--- src/rtl/iob_2p_ram_rdr_if.sv ---
// iob_2p_ram_rdr_if
//   Bundles the two data paths of the read engine: the RAM read port
//   and the outgoing valid/ready word stream.
//
//   master modport (engine side):
//     r_en      out : RAM read enable
//     r_addr    out : RAM read address
//     r_data    in  : RAM read data, valid the cycle after r_en
//     out_valid out : stream word available
//     out_ready in  : consumer accepts word
//     out_data  out : stream word
//   slave modport is the mirror image (RAM model + consumer side).
//
//   Stream handshake: a word moves when out_valid and out_ready are both
//   high at a rising edge; once out_valid is high, out_valid and out_data
//   stay unchanged until that handshake happens.
interface iob_2p_ram_rdr_if #(
   parameter int DATA_W = 8,
   parameter int ADDR_W = 4
);
   logic              r_en;
   logic [ADDR_W-1:0] r_addr;
   logic [DATA_W-1:0] r_data;
   logic              out_valid;
   logic              out_ready;
   logic [DATA_W-1:0] out_data;

   modport master (
      output r_en, r_addr, out_valid, out_data,
      input  r_data, out_ready
   );

   modport slave (
      input  r_en, r_addr, out_valid, out_data,
      output r_data, out_ready
   );
endinterface

--- src/rtl/iob_2p_ram_rdr.sv ---
// iob_2p_ram_rdr
//   Read-side streaming engine for a 2-port RAM. A start command reads a
//   contiguous address range through the RAM read port and presents the
//   words on a valid/ready stream, one word per cycle when not stalled.
//   The RAM's 1-cycle read latency is absorbed by a 2-entry FIFO; the
//   in-flight word is shown directly on the stream while the FIFO is empty.
//
//   Ports:
//     clk, rst   : clock, synchronous active-high reset
//     start      : command strobe (ignored while busy)
//     start_addr : first address, sampled with start
//     len        : word count (0 = no-op, clipped to 2**ADDR_W)
//     busy       : transfer in progress
//     done       : one-cycle pulse when the transfer finishes
//     err        : range overflow flag
//     state_dbg  : current FSM state (debug)
//     bus        : RAM read port + output stream (master modport)
//
//   Build option IOB_2P_RAM_RDR_WRAP_EN:
//     defined     : ranges past the top address wrap to 0, err tied 0
//     not defined : ranges are truncated at the top address and err is set
//                   with the done pulse, held until the next accepted start
module iob_2p_ram_rdr #(
   parameter int DATA_W = 8,
   parameter int ADDR_W = 4
) (
   input  logic              clk,
   input  logic              rst,
   input  logic              start,
   input  logic [ADDR_W-1:0] start_addr,
   input  logic [ADDR_W:0]   len,
   output logic              busy,
   output logic              done,
   output logic              err,
   output logic [1:0]        state_dbg,
   iob_2p_ram_rdr_if.master  bus
);

   typedef enum logic [1:0] {
      S_IDLE  = 2'd0,
      S_READ  = 2'd1,
      S_DRAIN = 2'd2
   } state_t;

   localparam logic [ADDR_W:0] DEPTH = {1'b1, {ADDR_W{1'b0}}};
   localparam logic [ADDR_W:0] ONE   = {{ADDR_W{1'b0}}, 1'b1};

   state_t            state_q, state_d;
   logic [ADDR_W-1:0] addr_q;       // next address to issue
   logic [ADDR_W-1:0] last_addr_q;  // last issued address, shown while idle
   logic [ADDR_W:0]   remain_q;     // reads still to issue
   logic              inflight_q;   // a read was issued last cycle
   logic [DATA_W-1:0] mem_q [2];
   logic              rd_ptr_q, wr_ptr_q;
   logic [1:0]        cnt_q;
   logic              done_q;

   logic              head_valid, pop, pop_buf, push, issue, accept, done_d;
   logic [2:0]        occ;
   logic [ADDR_W:0]   len_clip, len_eff;

   // ---------------- command length handling ----------------
`ifdef IOB_2P_RAM_RDR_WRAP_EN
   always_comb begin
      len_clip = (len > DEPTH) ? DEPTH : len;
      len_eff  = len_clip;
   end
   assign err = 1'b0;
`else
   logic            trunc, trunc_q, err_q;
   logic [ADDR_W:0] room;

   always_comb begin
      len_clip = (len > DEPTH) ? DEPTH : len;
      room     = DEPTH - {1'b0, start_addr};
      trunc    = ({2'b00, start_addr} + {1'b0, len}) > {1'b0, DEPTH};
      len_eff  = trunc ? room : len_clip;
   end
   assign err = err_q;

   always_ff @(posedge clk) begin
      if (rst) begin
         trunc_q <= 1'b0;
         err_q   <= 1'b0;
      end else if (accept) begin
         trunc_q <= trunc;
         err_q   <= 1'b0;
      end else if (done_d && trunc_q) begin
         err_q   <= 1'b1;
      end
   end
`endif

   // ---------------- output buffer ----------------
   // The stream head is the oldest FIFO entry, or the in-flight word when
   // the FIFO is empty. An in-flight word consumed directly is not stored.
   always_comb begin
      head_valid    = (cnt_q != 2'd0);
      bus.out_valid = head_valid | inflight_q;
      if (head_valid)      bus.out_data = mem_q[rd_ptr_q];
      else if (inflight_q) bus.out_data = bus.r_data;
      else                 bus.out_data = '0;
      pop     = bus.out_valid & bus.out_ready;
      pop_buf = pop & head_valid;
      push    = inflight_q & ~(pop & ~head_valid);
      // words held after this cycle, before any new issue
      occ     = {1'b0, cnt_q} + {2'b00, inflight_q} - {2'b00, pop};
   end

   // ---------------- FSM ----------------
   always_comb begin
      state_d = state_q;
      issue   = 1'b0;
      accept  = 1'b0;
      done_d  = 1'b0;
      case (state_q)
         S_IDLE: begin
            if (start) begin
               accept = 1'b1;
               if (len_eff != '0) state_d = S_READ;
               else               done_d  = 1'b1;
            end
         end
         S_READ: begin
            if (occ < 3'd2) begin
               issue = 1'b1;
               if (remain_q == ONE) state_d = S_DRAIN;
            end
         end
         S_DRAIN: begin
            if (occ == 3'd0) begin
               state_d = S_IDLE;
               done_d  = 1'b1;
            end
         end
         default: state_d = S_IDLE;
      endcase
   end

   always_ff @(posedge clk) begin
      if (rst) begin
         state_q     <= S_IDLE;
         addr_q      <= '0;
         last_addr_q <= '0;
         remain_q    <= '0;
         inflight_q  <= 1'b0;
         mem_q[0]    <= '0;
         mem_q[1]    <= '0;
         rd_ptr_q    <= 1'b0;
         wr_ptr_q    <= 1'b0;
         cnt_q       <= 2'd0;
         done_q      <= 1'b0;
      end else begin
         state_q    <= state_d;
         done_q     <= done_d;
         inflight_q <= issue;
         if (accept) begin
            addr_q   <= start_addr;
            remain_q <= len_eff;
         end
         if (issue) begin
            addr_q      <= addr_q + 1'b1;
            last_addr_q <= addr_q;
            remain_q    <= remain_q - ONE;
         end
         if (push) begin
            mem_q[wr_ptr_q] <= bus.r_data;
            wr_ptr_q        <= ~wr_ptr_q;
         end
         if (pop_buf) rd_ptr_q <= ~rd_ptr_q;
         cnt_q <= cnt_q + {1'b0, push} - {1'b0, pop_buf};
      end
   end

   assign bus.r_en   = issue;
   assign bus.r_addr = issue ? addr_q : last_addr_q;
   assign busy       = (state_q != S_IDLE);
   assign done       = done_q;
   assign state_dbg  = state_q;

endmodule

--- src/flat_wrapper.sv ---
// flat-port wrapper written by rule: the top's interface ports become plain ports
module iob_2p_ram_rdr_flat 
#(
   parameter int DATA_W = 8,
   parameter int ADDR_W = 4
)
  (clk, rst, start, start_addr, len, busy, done, err, state_dbg, bus_r_en, bus_r_addr, bus_out_valid, bus_out_data, bus_r_data, bus_out_ready);
  iob_2p_ram_rdr_if #(.DATA_W(DATA_W), .ADDR_W(ADDR_W)) bus_i ();
  input  logic clk;
  input  logic rst;
  input  logic start;
  input  logic [ADDR_W-1:0] start_addr;
  input  logic [ADDR_W:0] len;
  output logic busy;
  output logic done;
  output logic err;
  output logic [1:0] state_dbg;
  output wire logic [$bits(bus_i.r_en)-1:0] bus_r_en;
  output wire logic [$bits(bus_i.r_addr)-1:0] bus_r_addr;
  output wire logic [$bits(bus_i.out_valid)-1:0] bus_out_valid;
  output wire logic [$bits(bus_i.out_data)-1:0] bus_out_data;
  input wire logic [$bits(bus_i.r_data)-1:0] bus_r_data;
  input wire logic [$bits(bus_i.out_ready)-1:0] bus_out_ready;
  assign bus_r_en = bus_i.r_en;
  assign bus_r_addr = bus_i.r_addr;
  assign bus_out_valid = bus_i.out_valid;
  assign bus_out_data = bus_i.out_data;
  assign bus_i.r_data = bus_r_data;
  assign bus_i.out_ready = bus_out_ready;
  iob_2p_ram_rdr #(.DATA_W(DATA_W), .ADDR_W(ADDR_W)) u_core (.clk(clk), .rst(rst), .start(start), .start_addr(start_addr), .len(len), .busy(busy), .done(done), .err(err), .state_dbg(state_dbg), .bus(bus_i));
endmodule
--- config.mk ---
export PLATFORM = sky130hd
export DESIGN_NAME = iob_2p_ram_rdr_flat
export DESIGN_NICKNAME = d
export VERILOG_FILES = /design/src/rtl/iob_2p_ram_rdr_if.sv /design/src/rtl/iob_2p_ram_rdr.sv /design/src/flat_wrapper.sv
export SDC_FILE = /design/constraint.sdc
export NUM_CORES = 1
export LEC_CHECK = 0
export BUFFER_PORTS_ARGS = -buffer_cell sky130_fd_sc_hd__buf_2
export CAP_MARGIN = 15
export CORE_UTILIZATION = 50
export DETAILED_ROUTE_END_ITERATION = 8
export PLACE_DENSITY = 0.73
export SLEW_MARGIN = 30
export SYNTH_ARGS = -nofsm -noshare
export SYNTH_HDL_FRONTEND = slang
export SYNTH_SLANG_ARGS = --single-unit
--- constraint.sdc ---
create_clock -name clk -period 3.5 [get_ports clk]
set_input_delay 0.175 -clock clk [delete_from_list [all_inputs] [get_ports clk]]
set_output_delay 0.175 -clock clk [all_outputs]
set_load 0.02 [all_outputs]
==> flow_summary.html <==
<table>
<tr><th>Metric</th><th>Value</th></tr>
<tr><th colspan="2">Timing</th></tr>
<tr><td>Final critical-path share of the clock period</td><td>86.7%</td></tr>
<tr><td>Final hold vios</td><td>0</td></tr>
<tr><td>Total Negative Setup Slacks</td><td>0 ns</td></tr>
<tr><td>Setup repair after global routing missed its margin</td><td>no</td></tr>
<tr><td>Setup Skew</td><td>0.00667 ns</td></tr>
<tr><td>Maximum clock rate</td><td>330 MHz</td></tr>
<tr><td>Worst Max-Slew Pin Slew</td><td>0.801 ns</td></tr>
<tr><td>Final setup vio count</td><td>0</td></tr>
<tr><td>Final critical-path required period</td><td>3.03 ns</td></tr>
<tr><td>Max-slew violation total from the final report</td><td>0</td></tr>
<tr><td>Normalized max-slew margin</td><td>46.5%</td></tr>
<tr><th colspan="2">Synth</th></tr>
<tr><td>Share of the yosys chip area belonging to registers</td><td>40.5%</td></tr>
<tr><td>Syn Std Cell Area</td><td>2370 um^2</td></tr>
<tr><td>Distinct cell type count after synthesis</td><td>49</td></tr>
<tr><td>Share of async-settable or async-resettable flops after synthesis</td><td>0%</td></tr>
<tr><td>Count of flip-flops with a built-in enable after synthesis</td><td>16</td></tr>
<tr><td>Dominant register cell in the synthesized netlist</td><td>sky130_fd_sc_hd__dfxtp_1</td></tr>
<tr><td>Number of nets in the synthesized netlist</td><td>293</td></tr>
<tr><td>Post-Syn Instances</td><td>258</td></tr>
<tr><td>#FFs+latches synth</td><td>40</td></tr>
<tr><td>Mapped Avg Cell Area</td><td>9.19 um^2</td></tr>
<tr><td>Number of warnings issued by yosys</td><td>0</td></tr>
<tr><th colspan="2">Die</th></tr>
<tr><td>Die height</td><td>70.8 um</td></tr>
<tr><td>IO Count</td><td>40</td></tr>
<tr><td>Placement Rows</td><td>24</td></tr>
<tr><td>Core region area</td><td>4440 um^2</td></tr>
<tr><td>Die Wd</td><td>70.8 um</td></tr>
<tr><td>Initial Util</td><td>53.3%</td></tr>
<tr><td>Area of the die</td><td>5020 um^2</td></tr>
<tr><th colspan="2">GRT</th></tr>
<tr><td>Largest net degree at the start of global routing</td><td>31</td></tr>
<tr><td>Via count of the first global-routing pass</td><td>1827</td></tr>
<tr><td>Sum of overflow across all layers after global routing</td><td>0</td></tr>
<tr><td>Total routing resource utilization after global routing</td><td>20.0%</td></tr>
<tr><td>Initial antenna violation count</td><td>0</td></tr>
<tr><td>Wire length of the first global-routing pass</td><td>7800 um</td></tr>
<tr><th colspan="2">Placement</th></tr>
<tr><td>Total half-perimeter wirelength after legalization and detailed placement</td><td>3370 um</td></tr>
<tr><td>GP Congestion</td><td>0.807</td></tr>
<tr><td>Port buffer count</td><td>39</td></tr>
<tr><th colspan="2">Final layout</th></tr>
<tr><td>Share of post-route cells with drive strength above 1</td><td>20.7%</td></tr>
<tr><td>Number of filler instances in the final layout</td><td>395</td></tr>
<tr><td>Layout overhead on the synthesized area</td><td>15.4%</td></tr>
<tr><td>Number of nets in the final layout</td><td>334</td></tr>
<tr><td>Antenna diode instance count</td><td>0</td></tr>
<tr><td>Utilization of the core after routing</td><td>61.5%</td></tr>
<tr><th colspan="2">Clocking</th></tr>
<tr><td>Clock buffer count from CTS</td><td>5</td></tr>
<tr><td>Clock tree from TritonCTS</td><td>built</td></tr>
<tr><td>Hold buffer count at cts</td><td>0</td></tr>
<tr><td>Max H-tree Level</td><td>2</td></tr>
<tr><td>Count of clock tree sinks</td><td>40</td></tr>
<tr><td>Clock latency reported for the late side of the worst-skew pair</td><td>0.29 ns</td></tr>
<tr><td>Post-CTS setup repair buffer count</td><td>0</td></tr>
<tr><td>Number of gates given a new drive strength after cts</td><td>0</td></tr>
<tr><td>Clk Tree Root Cell</td><td>sky130_fd_sc_hd__clkbuf_8</td></tr>
<tr><td>Register clock-pin slew on the reported worst setup and hold paths</td><td>0.08 ns</td></tr>
<tr><td>Clock tree buffer depth</td><td>2</td></tr>
<tr><th colspan="2">Critical path</th></tr>
<tr><td>Setup slack of the most critical reg-to-reg path</td><td>0.51 ns</td></tr>
<tr><td>Critical path arrival</td><td>2.86 ns</td></tr>
<tr><td>Critical path required time</td><td>3.32 ns</td></tr>
<tr><td>Startpoint type of the worst setup path</td><td>flip-flop</td></tr>
<tr><td>Crit end category</td><td>output port</td></tr>
<tr><td>Type of the setup path with the least slack</td><td>reg -&gt; out</td></tr>
<tr><td>Crit Path Max Fanout</td><td>10</td></tr>
<tr><th colspan="2">Routing</th></tr>
<tr><td>Final WL</td><td>4490 um</td></tr>
<tr><td>Via/cell ratio</td><td>5.39</td></tr>
<tr><td>Per-cell routed wire length</td><td>12.7 um</td></tr>
<tr><td>Number of design rule violations left after detail routing</td><td>4</td></tr>
<tr><td>Number of detailed-routing iterations run before antenna repair</td><td>6</td></tr>
<tr><td>Violation count after the first detailed-route iteration</td><td>92</td></tr>
<tr><td>Number of vias in the routed layout</td><td>1898</td></tr>
<tr><td>Antenna Violating Nets Remaining</td><td>0</td></tr>
<tr><th colspan="2">Pwr</th></tr>
<tr><td>Worst IR drop on VDD</td><td>0.216 mV</td></tr>
<tr><td>Reported leakage power</td><td>0.00118 uW</td></tr>
<tr><td>Power per unit of standard cell area</td><td>652 nW/um^2</td></tr>
<tr><th colspan="2">Min path</th></tr>
<tr><td>Class of the tightest hold or removal check</td><td>in -&gt; reg</td></tr>
<tr><th colspan="2">Job</th></tr>
<tr><td>Max capacitance violation total</td><td>0</td></tr>
<tr><th colspan="2">Run status</th></tr>
<tr><td>Run status</td><td>finished, violations left</td></tr>
<tr><td>Violations in the final reports</td><td>design-rule violations</td></tr>
</table>
sequential cells by signal (all words and copies together) (netlist names), named ones only:
register            cells
u_core.remain_q         5
u_core.addr_q           4
u_core.mem_q           16
u_core.done             1
u_core.rd_ptr_q         1
u_core.inflight_q       1
u_core.wr_ptr_q         1
u_core.state_dbg        2
u_core.cnt_q            2
u_core.trunc_q          1
u_core.last_addr_q      4
u_core.err              1
cells by family (layout without fill, tap and decap cells):
family                     count (synthesis)  in the layout  synth area share [%]
AOI/OAI and AO/OA                         47             47                  13.9
xor gates and xnor gates                  10             10                  3.70
adders and majority gates                 14             14                  8.03
buffers and inverters                     25             67                  3.96
DFF                                       40             40                  40.5
muxes                                     12             12                  5.07
and+or+nand+nor                          110            110                  24.8
per-stage QoR:
stage	hold WS, ns	total power (uW)	worst slack, ns	cell area (um^2)	instances
final	0.184	1780	0.467	2730	352
after global routing	0.176	1930	0.233	2730	352
after CTS	0.176	1800	0.437	2730	352
after detailed placement	0.487	1430	0.522	2620	344
after global placement	0.480	1410	0.589	2620	344
after floorplan	0.347	1220	0.159	2370	258
Yosys cell counts (2+ instances only):
cell type	instances	area, um^2
sky130_fd_sc_hd__and2_1	19	119
sky130_fd_sc_hd__a22oi_1	2	15.0
sky130_fd_sc_hd__clkbuf_1	8	30.0
sky130_fd_sc_hd__nand3b_1	2	15.0
sky130_fd_sc_hd__xnor2_1	7	61.3
sky130_fd_sc_hd__nand2b_1	2	12.5
sky130_fd_sc_hd__a31oi_1	2	12.5
sky130_fd_sc_hd__o21a_1	2	15.0
sky130_fd_sc_hd__nor2_1	25	93.8
sky130_fd_sc_hd__xor2_1	3	26.3
sky130_fd_sc_hd__a211oi_1	2	15.0
sky130_fd_sc_hd__o22ai_1	2	12.5
sky130_fd_sc_hd__nor2b_1	10	62.6
sky130_fd_sc_hd__nor3b_1	4	30.0
sky130_fd_sc_hd__nand2_1	20	75.1
sky130_fd_sc_hd__mux2i_1	12	120
sky130_fd_sc_hd__edfxtp_1	16	480
sky130_fd_sc_hd__or2_2	2	12.5
sky130_fd_sc_hd__fa_1	2	40.0
sky130_fd_sc_hd__ha_1	12	150
sky130_fd_sc_hd__dfxtp_1	24	480
sky130_fd_sc_hd__inv_1	16	60.1
sky130_fd_sc_hd__nand3_1	10	50.1
sky130_fd_sc_hd__a21oi_1	10	50.1
sky130_fd_sc_hd__nor3_1	7	35.0
sky130_fd_sc_hd__o21ai_0	14	70.1
per-layer routing:
| layer | wire length, um | part of all wire, % | track usage, % | up-vias |
|---|---|---|---|---|
| met2 | 2270 | 51 | 36.0 | 38 |
| li1 | - | - | - | 980 |
| met5 | 0 | 0 | 0 | - |
| met3 | 143 | 3.2 | 4.27 | 5 |
| met1 | 1990 | 44 | 22.7 | 875 |
| met4 | 83 | 1.9 | 9.11 | 0 |
cell usage in the layout, fill, tap and decap left out, drive strengths merged, types with 10 or more instances in the layout:
cell type and count:
nand2 20, nor2b 11, o21ai 16, nand3 11, a21oi 10, nor2 25
inv 16, ha 12, and2 19, dfxtp 24, edfxtp 16, mux2i 12
buf 42
power by group:
part,total [uW],internal [uW],leakage [uW],switching [uW]
Clock,376,211,0.0000541,165
Sequential,638,565,0.000362,72.3
Combinational,769,311,0.000766,458
Total,1780,1090,0.00118,696
area by class of cell:
type | count | area, um^2 | share of cell area [%]
Clock inverter | 3 | 42.5 | 1.56
Tap cell | 52 | 65.1 | 2.38
Clock buffer | 5 | 68.8 | 2.52
Multi-Input combinational cell | 193 | 1320 | 48.1
Inverter | 17 | 63.8 | 2.33
Timing Repair Buffer | 42 | 218 | 7.96
Sequential cell | 40 | 961 | 35.1
worst max-delay path, cell delays in order (launching register included):
cell and delay [ns]:
sky130_fd_sc_hd__dfxtp_1 0.42, sky130_fd_sc_hd__inv_1 0.11, sky130_fd_sc_hd__nand2_1 0.06, sky130_fd_sc_hd__and2_1 0.16
sky130_fd_sc_hd__ha_1 0.27, sky130_fd_sc_hd__inv_1 0.04, sky130_fd_sc_hd__ha_1 0.20, sky130_fd_sc_hd__fa_1 0.55
sky130_fd_sc_hd__nand3b_1 0.14, sky130_fd_sc_hd__clkinv_1 0.23, sky130_fd_sc_hd__nand2_1 0.14, sky130_fd_sc_hd__nand2_1 0.07
sky130_fd_sc_hd__buf_2 0.16
worst paths after layout:
kind	start	to	cells past startpoint
hold reg to reg	u_core.addr_q[3]$_SDFFE_PP0P_	u_core.addr_q[3]$_SDFFE_PP0P_	2
hold / removal	bus_r_data[6]	u_core.mem_q[1][6]$_SDFFCE_PN0P_	2
setup reg to reg	u_core.inflight_q$_SDFF_PP0_	u_core.remain_q[0]$_SDFFE_PP0P_	13
setup / recovery	u_core.inflight_q$_SDFF_PP0_	bus_r_addr[3]	12
(Power assumes the default switching activity.)
